`config.mk`:
```
export PLATFORM = sky130hd
export DESIGN_NAME = rr_valid_arbiter
export DESIGN_NICKNAME = d
export VERILOG_FILES = /design/src/rtl/rr_valid_arbiter.sv
export SDC_FILE = /design/constraint.sdc
export NUM_CORES = 1
export LEC_CHECK = 0
export ABC_AREA = 1
export BUFFER_PORTS_ARGS = -buffer_cell sky130_fd_sc_hd__clkbuf_2
export CAP_MARGIN = 25
export CORE_AREA = 2 2 46 58
export CTS_BUF_LIST = sky130_fd_sc_hd__clkbuf_8 sky130_fd_sc_hd__clkbuf_16
export DETAILED_ROUTE_END_ITERATION = 16
export DIE_AREA = 0 0 48 60
export PLACE_DENSITY = 0.84
export REMOVE_ABC_BUFFERS = 1
export SETUP_SLACK_MARGIN = 0.3
export SLEW_MARGIN = 25
export SYNTH_ARGS = -nofsm -noshare
export SYNTH_HDL_FRONTEND = slang
export SYNTH_SLANG_ARGS = --single-unit
```
`constraint.sdc`:
```
create_clock -name clk -period 4.8 [get_ports clk]
set_input_delay 0 -clock clk [delete_from_list [all_inputs] [get_ports clk]]
set_output_delay 0 -clock clk [all_outputs]
set_load 0.02 [all_outputs]
```
`src/rtl/rr_valid_arbiter.sv`:
```
// rr_valid_arbiter
//   Round-robin N-to-1 arbiter feeding a single registered valid/ready stage.
//   One requester wins per cycle. Its payload and source index are captured
//   into the output register. Downstream sees a one-entry pipeline FIFO: a
//   drain and an accept in the same cycle both take effect.
//
// Ports
//   clk         rising-edge clock
//   rst_n       asynchronous active-low reset
//   up_data     flattened payloads, port i at [i*DATA_W +: DATA_W]
//   up_valid    per-port request
//   up_ready    per-port accept, at most one bit high
//   down_data   registered payload
//   down_id     registered source index of down_data
//   down_valid  registered valid
//   down_ready  downstream accept
//   grant_cnt   (only with RR_VALID_ARBITER_GRANT_CNT_EN) per-port saturating
//               16-bit grant counters, port i at [i*16 +: 16]
//
// Optional feature macro: RR_VALID_ARBITER_GRANT_CNT_EN

module rr_valid_arbiter #(
  parameter int N_PORTS = 4,
  parameter int DATA_W  = 8,
  parameter int ID_W    = 2
) (
  input  logic                        clk,
  input  logic                        rst_n,
  input  logic [N_PORTS*DATA_W-1:0]   up_data,
  input  logic [N_PORTS-1:0]          up_valid,
  output logic [N_PORTS-1:0]          up_ready,
  output logic [DATA_W-1:0]           down_data,
  output logic [ID_W-1:0]             down_id,
  output logic                        down_valid,
  input  logic                        down_ready
`ifdef RR_VALID_ARBITER_GRANT_CNT_EN
  ,
  output logic [N_PORTS*16-1:0]       grant_cnt
`endif
);

  logic [DATA_W-1:0] data_q, data_d;
  logic [ID_W-1:0]   id_q, id_d;
  logic              valid_q, valid_d;
  logic [ID_W-1:0]   last_gnt_q, last_gnt_d;

  logic              slot_free;
  logic              any_req;
  logic              accept;
  logic [ID_W-1:0]   winner;
  logic [DATA_W-1:0] sel_data;

  assign slot_free = ~valid_q | down_ready;
  assign any_req   = |up_valid;
  assign accept    = slot_free & any_req;

  // Scan starts one past the last grant and wraps, so the most recent
  // winner becomes lowest priority.
  always_comb begin
    logic            found;
    logic [ID_W-1:0] idx;
    winner = '0;
    found  = 1'b0;
    idx    = '0;
    for (int k = 1; k <= N_PORTS; k++) begin
      idx = ID_W'((int'(last_gnt_q) + k) % N_PORTS);
      if (!found && up_valid[idx]) begin
        found  = 1'b1;
        winner = idx;
      end
    end
  end

  always_comb begin
    sel_data = '0;
    for (int i = 0; i < N_PORTS; i++) begin
      if (winner == ID_W'(i)) begin
        sel_data = up_data[i*DATA_W +: DATA_W];
      end
    end
  end

  // rst_n gates the grant so no requester sees a handshake while the
  // output register is held in reset.
  always_comb begin
    up_ready = '0;
    if (accept && rst_n) begin
      up_ready[winner] = 1'b1;
    end
  end

  // Accept takes priority over drain: dequeue and enqueue in one cycle.
  always_comb begin
    data_d     = data_q;
    id_d       = id_q;
    valid_d    = valid_q;
    last_gnt_d = last_gnt_q;
    if (accept) begin
      data_d     = sel_data;
      id_d       = winner;
      valid_d    = 1'b1;
      last_gnt_d = winner;
    end else if (valid_q && down_ready) begin
      valid_d = 1'b0;
    end
  end

  always_ff @(posedge clk or negedge rst_n) begin
    if (!rst_n) begin
      data_q     <= '0;
      id_q       <= '0;
      valid_q    <= 1'b0;
      last_gnt_q <= ID_W'(N_PORTS - 1);
    end else begin
      data_q     <= data_d;
      id_q       <= id_d;
      valid_q    <= valid_d;
      last_gnt_q <= last_gnt_d;
    end
  end

  assign down_data  = data_q;
  assign down_id    = id_q;
  assign down_valid = valid_q;

`ifdef RR_VALID_ARBITER_GRANT_CNT_EN
  for (genvar g = 0; g < N_PORTS; g++) begin : g_cnt
    logic [15:0] cnt_q, cnt_d;

    always_comb begin
      cnt_d = cnt_q;
      if (accept && (winner == ID_W'(g)) && (cnt_q != 16'hFFFF)) begin
        cnt_d = cnt_q + 16'd1;
      end
    end

    always_ff @(posedge clk or negedge rst_n) begin
      if (!rst_n) begin
        cnt_q <= '0;
      end else begin
        cnt_q <= cnt_d;
      end
    end

    assign grant_cnt[g*16 +: 16] = cnt_q;
  end
`endif

endmodule

```
==> metrics.md <==
| Metric | Value |
|---|---|
| I/O Pins | 54 |
| R2R Path Start | last_gnt_q[0]$_DFFE_PN1P_ |
| Area leader, netlist | dfrtp_1 |
| Total clock buffers created by CTS | 3 |
| Gpl congestion | 0.873 |
| Hpwl dp | 2140 um |
| Ys async rst share | 100% |
| Post-route antenna net violation count | 0 |
| Setup slack, reg-to-reg | 2590 ps |
| Die width | 48 um |
| Synthesized cell area | 0.00109 sq mm |
| EDFF count, synth | 0 |
| Worst slew pin tran | 375 ps |
| Area contributors post-synth | dfrtp_1 (25%), nand2_1 (21%), nand3_1 (9.6%) |
| RR Endpoint | down_data[4]$_DFFE_PN0P_ |
| Library cells used by synthesis | 27 |
| Worst VDD drop | 0.432 mV |
| Period utilization | 47.4% |
| Initial core utilization | 45.8% |
| Pin count of the biggest net entering global routing | 23 |
| Main synth FF type | dfrtp_1 |
| Final hold violations | 0 |
| DR vias | 1222 |
| Max Fclk | 440 MHz |
| N_diodes | 0 |
| WP data arrival | 2270 ps |
| Tot GR Track Use | 19.6% |
| GR Util met2 | 32.0% |
| IO Port Bufs | 53 |
| Worst endpoint required time | 4800 ps |
| First-pass iteration count of the detailed router | 4 |
| Reg2Reg Depth | 14 |
| Wire per inst | 10.6 um |
| Final Skew | 4.96 ps |
| Routed WL | 2620 um |
| Via density | 4.95 |
| CTS tree | yes |
| Worst Setup End Kind | primary output |
| Core area | 0.00238 sq mm |
| Clk pin slew, worst setup/hold paths | 50 ps |
| RSZ-0062 raised after global routing | false |
| Total congestion overflow | 0 |
| Commonest cells post-synth | nand2_1 (60), nand3_1 (21), nand4_1 (14) |
| Status | complete, no violations |
| DRC | 0 |
| Crit path to | up_ready[1] |
| Max Slew Vio Count | 0 |
| Synth top area share | 25.3% |
| Slew headroom | 75.0% |
| Initial antenna violation count | 0 |
| Total power | 1.12 mW |
| Setup CP Type | reg2out |
| Die area | 0.00288 sq mm |
| Die Ht | 60 um |
| Most numerous cell in the Yosys netlist | nand2_1 |
| H-tree Lvls | 1 |
| Final setup viols | 0 |
| Initial DRC count | 49 |
| Gate Count Post-Synth | 161 |
| Vias in the first global route | 1030 |
| Critical path launch point type | flip-flop |
| Final min period | 2270 ps |
| Synthesized flop and latch total | 13 |
| Total power per unit cell area | 801 mW/mm^2 |
| Max cap viols | 0 |
| Grt peak-use layer | met2 |
| Post-synthesis sequential area ratio | 30.1% |
| Critical path launch point | last_gnt_q[0]$_DFFE_PN1P_ |
| Critical hold path startpoint | up_valid[3] |
| Clock root buffer | clkbuf_8 |
| Fraction of layout cells with a size suffix above 1 | 38.8% |
| Post-Route Setup TNS | 0 ps |
| Min Hold Slack | 4.49 ps |
| Sink Count | 13 |
| First-pass GRT wire length | 4120 um |
| Grt met3 use | 1.81% |
| Leakage power | 0.769 nW |
| Syn_area_per_cell | 6.77 sq um |
| Met1 usage | 26.8% |
| Nets | 254 |
| Worst skew pair latency | 240 ps |
| Row count | 20 |
| Area grow syn2layout | 28.0% |
| Hold crit path type | in2reg |
| Number of synthesis warnings | 0 |
| Clock Path Buffers | 2 |
| Crit-path max FO | 22 |
## power by group
part           switching, mW  internal, mW
sequential            0.0434         0.169
clock                 0.0348        0.0570
combinational          0.557         0.256
total                  0.636         0.482
## how the worst min path moves through the flow
stage,endpoint,cells past startpoint
2_1_floorplan,down_data[0]$_DFFE_PN0P_,0
5_1_grt,down_valid$_DFFE_PN0P_,3
4_1_cts,down_valid$_DFFE_PN0P_,3
3_3_place_gp,down_data[4]$_DFFE_PN0P_,1
3_5_place_dp,down_data[3]$_DFFE_PN0P_,1
6_report,down_valid$_DFFE_PN0P_,3
## metal layers
layer,wire (um),vias up
li1,-,644
met1,1170,534
met2,1310,42
met3,127,2
met4,12,0
met5,0,-
## cells in the final DEF (no fill, tap or decap), drive strengths merged
| cell type | Yosys | final |
|---|---|---|
| clkinv | 1 | 2 |
| a21oi | 1 | 1 |
| nor3 | 3 | 3 |
| buf | 6 | 1 |
| nand3 | 23 | 23 |
| clkbuf | 0 | 56 |
| nand3b | 1 | 1 |
| nor4 | 1 | 1 |
| nor2 | 8 | 8 |
| dfrtp | 11 | 11 |
| nand2 | 72 | 72 |
| dfstp | 2 | 2 |
| nand4 | 15 | 15 |
| o21ai | 6 | 6 |
| a21boi | 1 | 1 |
| inv | 10 | 10 |
| dlygate4sd3 | 0 | 1 |
## cell families (layout without fill, tap and decap cells)
| logic type | Yosys count | in the layout | share of synthesized area [%] |
|---|---|---|---|
| simple gates | 123 | 123 | 55.7 |
| buf+inv | 17 | 70 | 9.99 |
| compound gates | 8 | 8 | 4.25 |
| flops | 13 | 13 | 30.1 |
## final cells by class
class	instances	area, sq um
well taps	33	41.3
clock buffers	3	41.3
multi-input cells	131	653
inverters	11	43.8
clock inverters	1	5.00
fillers	237	982
repair buffers	55	283
flip-flops and latches	13	328
## metrics by stage
step	util, %	cell area (sq um)	worst slack (ps)	std cells
floorplan	-	1020	2810	155
CTS	58.7	1400	2520	247
global route	58.7	1400	2360	247
global placement	56.3	1340	2630	242
finish	58.7	1400	2530	247
detailed placement	56.3	1340	2610	242
## worst max-delay path: stages, from the launching register on
cell      delay (ps)
dfstp_2          660
inv_4             90
nand2_2           80
nand2_2           50
nand2_1           90
nand2_2           80
nor2_4           130
nand4_2          190
nand2_4          280
inv_2             70
nor3_1           130
clkbuf_2         190
## registers in the layout, summed over array words and instances (netlist names)
register    flops
down_id         2
down_data       8
last_gnt_q      2
down_valid      1
## timing repair
| action | CTS | global route |
|---|---|---|
| hold buffers | 1 | 0 |
| setup buffers | 0 | 0 |
| endpoints found under the setup margin | 0 | 0 |
| hold endpoints to repair | 13 | 0 |
| resized for setup | 0 | 0 |
Note: power is estimated with default switching activity, not from simulation.
